File: src/rtl/core_inst_sequencer.sv
// Autonomous 34-bit instruction generator for core: per-kernel-position weight/activation
// load, execute and psum drain, followed by an output-pixel accumulation pass.
module core_inst_sequencer #(
    parameter int unsigned ROW       = 8,
    parameter int unsigned COL       = 8,
    parameter int unsigned LEN_KIJ   = 9,
    parameter int unsigned KER_W     = 3,
    parameter int unsigned IN_W      = 6,
    parameter int unsigned LEN_ONIJ  = 16,
    parameter int unsigned W_BASE    = 64,
    parameter int unsigned LOAD_WAIT = 16
) (
    input  logic        clk,
    input  logic        reset,
    input  logic        start,
    input  logic        ofifo_valid,
    output logic [33:0] inst,
    output logic        busy,
    output logic        done,
    output logic [3:0]  kij_o
);

    localparam int unsigned LEN_NIJ = IN_W * IN_W;
    localparam int unsigned OUT_W   = IN_W - KER_W + 1;
    localparam int unsigned CNT_W   = 7;
    localparam int unsigned O_W     = 5;
    localparam int unsigned A_W     = 11;

    typedef struct packed {
        logic           acc;
        logic           cen_p;
        logic           wen_p;
        logic [A_W-1:0] a_p;
        logic           cen_x;
        logic           wen_x;
        logic [A_W-1:0] a_x;
        logic           ofifo_rd;
        logic           ififo_wr;
        logic           ififo_rd;
        logic           l0_rd;
        logic           l0_wr;
        logic           execute;
        logic           load;
    } inst_t;

    typedef enum logic [2:0] {
        S_IDLE, S_W_XFER, S_W_LOAD, S_X_XFER, S_X_EXEC, S_DRAIN, S_ACC, S_DONE
    } state_t;

    localparam logic [33:0] IDLE_INST = 34'h1_800C_0000;

    state_t            state, state_n;
    logic [CNT_W-1:0]  cnt, cnt_n;
    logic [O_W-1:0]    o_cnt, o_n;
    logic [3:0]        kij, kij_n;
    logic              busy_n, done_n;
    logic [A_W-1:0]    acc_addr;
    inst_t             w;

    always_ff @(posedge clk) begin
        if (reset) begin
            state <= S_IDLE;
            cnt   <= '0;
            o_cnt <= '0;
            kij   <= '0;
            inst  <= IDLE_INST;
            busy  <= 1'b0;
            done  <= 1'b0;
        end else begin
            state <= state_n;
            cnt   <= cnt_n;
            o_cnt <= o_n;
            kij   <= kij_n;
            inst  <= w;
            busy  <= busy_n;
            done  <= done_n;
        end
    end

    assign kij_o = kij;

    // Output pixel o = (row, col) reads psum of kernel tap k at the shifted input pixel.
    always_comb begin
        acc_addr = A_W'(cnt) * A_W'(LEN_NIJ)
                 + (A_W'(o_cnt) / A_W'(OUT_W) + A_W'(cnt) / A_W'(KER_W)) * A_W'(IN_W)
                 + A_W'(o_cnt) % A_W'(OUT_W) + A_W'(cnt) % A_W'(KER_W);
    end

    // Next state/counters and the instruction word emitted after the coming edge.
    always_comb begin
        state_n = state;
        cnt_n   = cnt;
        o_n     = o_cnt;
        kij_n   = kij;
        busy_n  = busy;
        done_n  = 1'b0;
        w       = IDLE_INST;

        case (state)
            S_IDLE: begin
                if (start) begin
                    state_n = S_W_XFER;
                    cnt_n   = '0;
                    o_n     = '0;
                    kij_n   = '0;
                    busy_n  = 1'b1;
                end
            end
            S_W_XFER: begin
                if (cnt < CNT_W'(ROW)) begin
                    w.cen_x = 1'b0;
                    w.wen_x = 1'b1;
                    w.a_x   = A_W'(W_BASE) + A_W'(kij) * A_W'(ROW) + A_W'(cnt);
                end
                w.l0_wr = (cnt != '0);
                if (cnt == CNT_W'(ROW)) begin
                    state_n = S_W_LOAD;
                    cnt_n   = '0;
                end else begin
                    cnt_n = cnt + CNT_W'(1);
                end
            end
            S_W_LOAD: begin
                if (cnt < CNT_W'(COL)) begin
                    w.l0_rd = 1'b1;
                    w.load  = 1'b1;
                end
                if (cnt == CNT_W'(COL + LOAD_WAIT - 1)) begin
                    state_n = S_X_XFER;
                    cnt_n   = '0;
                end else begin
                    cnt_n = cnt + CNT_W'(1);
                end
            end
            S_X_XFER: begin
                if (cnt < CNT_W'(LEN_NIJ)) begin
                    w.cen_x = 1'b0;
                    w.wen_x = 1'b1;
                    w.a_x   = A_W'(cnt);
                end
                w.l0_wr = (cnt != '0);
                if (cnt == CNT_W'(LEN_NIJ)) begin
                    state_n = S_X_EXEC;
                    cnt_n   = '0;
                end else begin
                    cnt_n = cnt + CNT_W'(1);
                end
            end
            S_X_EXEC: begin
                w.l0_rd   = 1'b1;
                w.execute = 1'b1;
                if (cnt == CNT_W'(LEN_NIJ - 1)) begin
                    state_n = S_DRAIN;
                    cnt_n   = '0;
                end else begin
                    cnt_n = cnt + CNT_W'(1);
                end
            end
            S_DRAIN: begin
                if (cnt == CNT_W'(LEN_NIJ)) begin
                    cnt_n = '0;
                    if (kij == 4'(LEN_KIJ - 1)) begin
                        state_n = S_ACC;
                        o_n     = '0;
                    end else begin
                        state_n = S_W_XFER;
                        kij_n   = kij + 4'd1;
                    end
                end else if (ofifo_valid) begin
                    w.ofifo_rd = 1'b1;
                    w.cen_p    = 1'b0;
                    w.wen_p    = 1'b0;
                    w.a_p      = A_W'(kij) * A_W'(LEN_NIJ) + A_W'(cnt);
                    cnt_n      = cnt + CNT_W'(1);
                end
            end
            S_ACC: begin
                if (cnt < CNT_W'(LEN_KIJ)) begin
                    w.acc   = 1'b1;
                    w.cen_p = 1'b0;
                    w.wen_p = 1'b1;
                    w.a_p   = acc_addr;
                    cnt_n   = cnt + CNT_W'(1);
                end else begin
                    cnt_n = '0;
                    if (o_cnt == O_W'(LEN_ONIJ - 1)) begin
                        state_n = S_DONE;
                    end else begin
                        o_n = o_cnt + O_W'(1);
                    end
                end
            end
            S_DONE: begin
                done_n  = 1'b1;
                busy_n  = 1'b0;
                state_n = S_IDLE;
            end
            default: begin
                state_n = S_IDLE;
            end
        endcase
    end

endmodule

File: config.mk
export PLATFORM = sky130hd
export DESIGN_NAME = core_inst_sequencer
export DESIGN_NICKNAME = d
export VERILOG_FILES = /design/src/rtl/core_inst_sequencer.sv
export SDC_FILE = /design/constraint.sdc
export NUM_CORES = 1
export LEC_CHECK = 0
export BUFFER_PORTS_ARGS = -buffer_cell sky130_fd_sc_hd__buf_2
export CAP_MARGIN = 10
export CORE_MARGIN = 3
export CORE_UTILIZATION = 40
export DETAILED_ROUTE_END_ITERATION = 10
export PLACE_DENSITY_LB_ADDON = 0.3
export SYNTH_ARGS = -nofsm -noshare
export SYNTH_HDL_FRONTEND = slang
export SYNTH_SLANG_ARGS = --single-unit
File: constraint.sdc
create_clock -name clk -period 9.2 [get_ports clk]
set_input_delay 1.84 -clock clk [delete_from_list [all_inputs] [get_ports clk]]
set_output_delay 1.84 -clock clk [all_outputs]
set_load 0.01 [all_outputs]
==> qor.yml, run 1 <==
nNetsFinal: 616
finalCritPeriodShare_pct: 83.9
setup_viol: 0
final_cell_mix: "nor2_1, ha_1, dfxtp_1, inv_1, buf_2"
clock.fmax_ghz: 0.130
timing_hold_violations_final: 0
tns_ns: 0
vias_per_cell: 5.45
track_usage_pct: 17.3
htreeDepth: 2
dieHeight_um: 110
die_w_um: 110
maxCapViolations: 0
worstPathRequired_ns: 9.38
dpl_worst_slack_ns: 1.53
grt_pass1_wl_um: 17900
fin_skew_ns: 0.0137
drt_iter0_markers: 238
rsz0062_at_grt: "false"
r2r_cells: 31
power_density_mw_per_mm2: 131
vdd_drop_max_mv: 0.0614
worst_pin_slew_ns: 1.12
core_area_sq_mm: 0.0105
final_common_cell: "nor2_1"
cts_resized: 0
vias: 3720
port-buffer-count: 38
place_area_sq_mm: 0.00461
ctsHoldBuffers: 0
crit_fanout: 29
overflow: 0
setup_slack_ns: 1.48
rows: 37
seq_area_frac_synth_pct: 22.9
nFillCells: 1022
slew_violations: 0
hold_depth: 2
cts.sinks: 50
cts_tree: "built"
cellLeakagePower_nw: 2.30
yosys.area.top_type: "dfxtp_1"
status: "finished clean"
antenna_found_initial: 0
cp.arrival_ns: 7.91
holdCritPathClass: "reg -> reg"
drtAntennaViolNets: 0
synth-edff-count: 0
routed_wl_um: 10600
postCtsSetupBuffers: 0
synth_top_area_share_pct: 22.9
slew_headroom_pct: 25.1
yosysWarnings: 0
slowest_delay_ns: 1.08
clk_latency_ns: 0.30
place_hpwl_um: 8220
crit_top_cell: "ha_1"
dr.pass1.iters: 5
root_buffer: "clkbuf_8"
synth_ff_type: "dfxtp_1"
synthTopCellsByArea: "dfxtp_1, ha_1, fa_1, xnor2_1, nor2_1"
dieArea_sq_mm: 0.0122
drive_gt1_share_pct: 11.2
ys_types: 67
fin_util_pct: 45.2
area_delta_synth_final_pct: 8.37
clk_pin_slew_ns: 0.10
io_pins: 44
wl_per_cell_um: 15.5
grt_max_degree: 30
period_minus_slack_ns: 7.72
grt_pass1_vias: 3642
cts_buffers: 5
holdWs_ns: 0.524
synth-seq-cells: 50
synthArstFlopShare_pct: 0
globalplace.congestion: 0.847
route.detailed.drc: 0
power_mw: 0.620
stdcell_count: 682
placed_cells: 674
syn-instance-count: 520
path_class: "reg -> reg"
design_area_sq_mm: 0.00473
critPathLaunchType: "flop"
syn_avg_cell_area_sq_um: 8.40
syn_area_sq_mm: 0.00437
initial_core_util_pct: 41.7
end_kind: "flop"
crit_slowest_cell: "dfxtp_1"
clock_path_buffers: 2
num_antenna_cells: 0
final timing paths:
check | from | endpoint | slack (ns)
setup / recovery | cnt[3]$_SDFFE_PP0P_ | inst[30]$_SDFF_PP0_ | 1.48
hold / removal | busy$_SDFFE_PP0P_ | busy$_SDFFE_PP0P_ | 0.52
setup reg to reg | cnt[3]$_SDFFE_PP0P_ | inst[30]$_SDFF_PP0_ | 1.48
hold reg to reg | busy$_SDFFE_PP0P_ | busy$_SDFFE_PP0P_ | 0.52
worst max-delay path: cells and delay by family, from the launching register on:
kind,cells,cell delay [ns]
xor gates and xnor gates,3,0.51
adders and majority gates,6,1.72
and+or+nand+nor,7,2.09
DFF,1,1.08
buffers and inverters,3,0.19
AOI/OAI and AO/OA,12,2.00
Yosys cell counts (2+ instances only):
cell / count
o21bai_1: 2
a31oi_1: 3
dfxtp_1: 50
nand3_1: 8
nand2_1: 27
o22ai_2: 2
buf_4: 9
ha_1: 52
and3_1: 4
o21ai_0: 11
a21oi_1: 33
a41o_1: 2
nand4_1: 2
nor4_1: 5
fa_1: 15
a21o_1: 16
a221oi_1: 3
o21a_1: 5
or2_2: 3
nand2b_1: 7
nor3_1: 15
or2_1: 2
or4_1: 3
conb_1: 2
buf_2: 3
xnor2_1: 33
nor4bb_1: 2
inv_1: 46
clkbuf_1: 12
o31ai_1: 3
or3_1: 7
nand3b_1: 4
a32oi_1: 2
nor2b_1: 7
nor2_1: 57
a211oi_1: 4
mux2i_1: 3
a22oi_1: 12
nor3b_1: 4
o22ai_1: 3
xor2_1: 11
sequential cells by signal, indices dropped and copies added (netlist names):
signal  count
inst       29
kij_o       4
busy        1
cnt         7
o_cnt       5
state       3
done        1
logic make-up (layout without fill, tap and decap cells):
group | Yosys count | in the layout | synth area share, %
AO/OA/AOI/OAI | 118 | 118 | 19.1
XOR/XNOR | 44 | 44 | 8.83
adder cells (fa/ha/maj) | 67 | 67 | 21.8
buffers and inverters | 72 | 93 | 7.22
flip-flops | 50 | 50 | 22.9
multiplexers | 4 | 4 | 0.946
other | 2 | 7 | 0.172
AND/OR/NAND/NOR | 163 | 163 | 19.1
per-layer routing:
layer / share of wire [%] / wire length, um / global-route usage, % / vias up
li1: - / - / - / 1842
met1: 48 / 5010 / 23.6 / 1755
met2: 46 / 4830 / 28.4 / 109
met3: 5.0 / 523 / 2.30 / 14
met4: 1.8 / 186 / 5.09 / 0
met5: 0 / 0 / 0 / -
cell type report:
class	count	area [sq um]	area share (%)
Multi-Input combinational cell	403	3070	64.9
Timing Repair Buffer	39	198	4.18
Clock inverter	2	38.8	0.820
Tap cell	136	170	3.60
Sequential cell	50	1000	21.2
Inverter	46	173	3.65
Clock buffer	6	82.6	1.75
where the power goes:
| part | internal, mW | leakage [nW] | switching, mW |
|---|---|---|---|
| Combinational | 0.0699 | 1.83 | 0.121 |
| Clock | 0.0896 | 0.0618 | 0.0760 |
| Sequential | 0.228 | 0.404 | 0.0353 |
No activity file was read; power rests on OpenSTA's default activity.
==> run 2, diff against run 1 <==
--- a/config.mk
+++ b/config.mk
@@ -5,6 +5,7 @@
 export SDC_FILE = /design/constraint.sdc
 export NUM_CORES = 1
 export LEC_CHECK = 0
+export ABC_AREA = 1
 export BUFFER_PORTS_ARGS = -buffer_cell sky130_fd_sc_hd__buf_2
 export CAP_MARGIN = 10
 export CORE_MARGIN = 3
==> constraint.sdc (replaced) <==
create_clock -name clk -period 7.7 [get_ports clk]
set_input_delay 1.54 -clock clk [delete_from_list [all_inputs] [get_ports clk]]
set_output_delay 1.54 -clock clk [all_outputs]
set_load 0.01 [all_outputs]
==> qor.yml, run 2 <==
status: "finished clean"
crit_top_cell: "inv_1"
overflow: 0  # unchanged
power_mw: 0.957  # +54%
synth.most_common_cell: "nand2_1"
top_register: "inst"
synth_ff_type: "dfxtp_1"
r2r_end: "inst[30]$_SDFF_PP0_"
placed_cells: 764  # +13%
synthTopCellsByCount: "nand2_1, inv_1, nor2_1"
postCtsSetupBuffers: 0  # unchanged
dieHeight_um: 111  # +0.28%
critPathLaunchType: "flop"
reg2reg_from: "cnt[4]$_SDFFE_PP0P_"
dr.pass1.iters: 5  # unchanged
synth-seq-cells: 50  # unchanged
io_pins: 44  # unchanged
initial_core_util_pct: 41.8  # +0.066 points
yosysWarnings: 0  # unchanged
syn-instance-count: 596  # +15%
synthTopCellsByArea: "dfxtp_1, ha_1, nand2_1, inv_1, fa_1"
worst_pin_slew_ns: 0.667  # -0.456 ns
holdCritPathClass: "reg -> reg"
cp.arrival_ns: 6.86  # -1.05 ns
vdd_drop_max_mv: 0.149  # +140%
synth_top_area_share_pct: 22.8  # -0.14 points
final_common_cell: "nand2_1"
area_delta_synth_final_pct: 9.09
timing_hold_violations_final: 0  # unchanged
cts.sinks: 50  # unchanged
clock.fmax_ghz: 0.151  # +17%
num_antenna_cells: 0  # unchanged
cts_resized: 0  # unchanged
route.detailed.drc: 0  # unchanged
htreeDepth: 2  # unchanged
clk_pin_slew_ns: 0.09  # about the same
tns_ns: 0  # unchanged
power_density_mw_per_mm2: 200  # +52%
synthArstFlopShare_pct: 0  # unchanged
maxCapViolations: 0  # unchanged
stdcell_count: 772  # +13%
design_area_sq_mm: 0.00479  # +1.3%
path_class: "reg -> reg"
drtAntennaViolNets: 0  # unchanged
root_buffer: "clkbuf_8"
synth-edff-count: 0  # unchanged
antenna_found_initial: 0  # unchanged
setup_viol: 0  # unchanged
r2r_cells: 37  # +19%
globalplace.congestion: 0.903  # +6.6%
rsz0062_at_grt: "false"
syn_avg_cell_area_sq_um: 7.37  # -12%
finalCritPeriodShare_pct: 85.9  # +2.0 points
dieArea_sq_mm: 0.0123  # +0.56%
core_area_sq_mm: 0.0105  # +0.44%
vias: 3855  # +3.6%
crit_slowest_cell: "dfxtp_1"
port-buffer-count: 38  # unchanged
crit_fanout: 13  # -55%
slowest_delay_ns: 0.72  # -0.36 ns
ys_types: 51  # -24%
die_w_um: 111  # +0.28%
drive_gt1_share_pct: 16.0  # +4.9 points
period_minus_slack_ns: 6.62  # -1.10 ns
nNetsFinal: 706  # +15%
ff2ff_setup_slack_ns: 1.08  # -0.40 ns
worstPathRequired_ns: 7.94  # -1.44 ns
cellLeakagePower_nw: 2.37  # +3.3%
fin_skew_ns: 0.00802  # -0.00572 ns
clock_path_buffers: 2  # unchanged
cts_tree: "built"
syn_area_sq_mm: 0.00439  # +0.60%
seq_area_frac_synth_pct: 22.8  # -0.14 points
ctsHoldBuffers: 0  # unchanged
grt_pass1_wl_um: 17300  # -3.2%
grt_pass1_vias: 3693  # +1.4%
drt_iter0_markers: 197  # -17%
largest_register_ffs: 29  # unchanged
end_kind: "flop"
rows: 37  # unchanged
slew_violations: 0  # unchanged
min_to: "busy$_SDFFE_PP0P_"
final_cell_mix: "nand2_1, inv_1, nor2_1, ha_1, dfxtp_1"
grt_max_degree: 21  # -30%
wl_per_cell_um: 13.4  # -13%
hold_start: "busy$_SDFFE_PP0P_"
track_usage_pct: 17.0  # -0.31 points
clk_latency_ns: 0.31  # about the same
holdWs_ns: 0.468  # -0.0557 ns
hold_depth: 2  # unchanged
cts_buffers: 5  # unchanged
place_hpwl_um: 8620  # +4.8%
place_area_sq_mm: 0.00468  # +1.6%
slew_headroom_pct: 55.5  # +30 points
yosys.area.top_type: "dfxtp_1"
vias_per_cell: 4.99  # -8.5%
reg.largest.list: "inst (29), cnt (7), o_cnt (5)"
routed_wl_um: 10400  # -1.6%
[run 2: cell types whose count changed in the layout (fill, tap and decap cells not counted), sizes merged, moves of 15 or more]
cell | before | now
xnor2 | 33 | 8
inv | 47 | 102
nand2 | 27 | 99
nand3 | 8 | 38
a21o | 16 | 1
nor2 | 58 | 84
[run 2: where the power goes]
group          switching (mW)  internal [mW]
combinational           0.303          0.155
sequential             0.0320          0.283
clock                  0.0858         0.0973
[run 2: metrics by stage]
stage	utilization [%]	setup slack [ns]
CTS	45.6	1.17
finish	45.6	1.08
floorplan	-	2.09
global route	45.6	0.494
global placement	44.6	1.48
detailed placement	44.6	1.22
[run 2: area by class of cell]
type / instances / area, sq um
clock buffer: 7 / 76.3
clock inverter: 1 / 30.0
fill: 1078 / 5720
inverter: 103 / 389
multi-input combinational: 437 / 2930
sequential: 50 / 1000
tap: 136 / 170
timing repair buffer: 38 / 190
[run 2: cell families (layout without fill, tap and decap cells)]
logic type	Yosys count	in the layout	synth area share, %
other	2	7	0.171
AO/OA/AOI/OAI	82	82	11.3
adder cells (fa/ha/maj)	67	67	21.7
buffers and inverters	114	149	10.8
AND/OR/NAND/NOR	261	261	29.2
flip-flops	50	50	22.8
XOR/XNOR	20	20	3.99
[run 2: how the worst max path moves through the flow]
stage                        startpoint                  end
global placement    cnt[4]$_SDFFE_PP0P_  inst[30]$_SDFF_PP0_
finish              cnt[4]$_SDFFE_PP0P_  inst[30]$_SDFF_PP0_
floorplan           cnt[4]$_SDFFE_PP0P_  inst[30]$_SDFF_PP0_
CTS                 cnt[4]$_SDFFE_PP0P_  inst[30]$_SDFF_PP0_
detailed placement  cnt[4]$_SDFFE_PP0P_  inst[30]$_SDFF_PP0_
global route        cnt[4]$_SDFFE_PP0P_  inst[30]$_SDFF_PP0_
[run 2: metal layers]
| metal | global-route usage, % | vias to the layer above | wire [um] |
|---|---|---|---|
| met5 | 0 | - | 0 |
| met4 | 3.37 | 0 | 119 |
| met3 | 3.22 | 12 | 405 |
| met2 | 29.0 | 82 | 4830 |
| met1 | 22.3 | 1763 | 5020 |
| li1 | - | 1998 | - |
[run 2: worst max-delay path: cells and delay by family (launching register included)]
kind	cells	cell delay, ns
DFF	1	0.72
and+or+nand+nor	18	2.15
buffers and inverters	7	0.69
adders and majority gates	7	2.25
xor gates and xnor gates	1	0.24
AOI/OAI and AO/OA	4	0.53
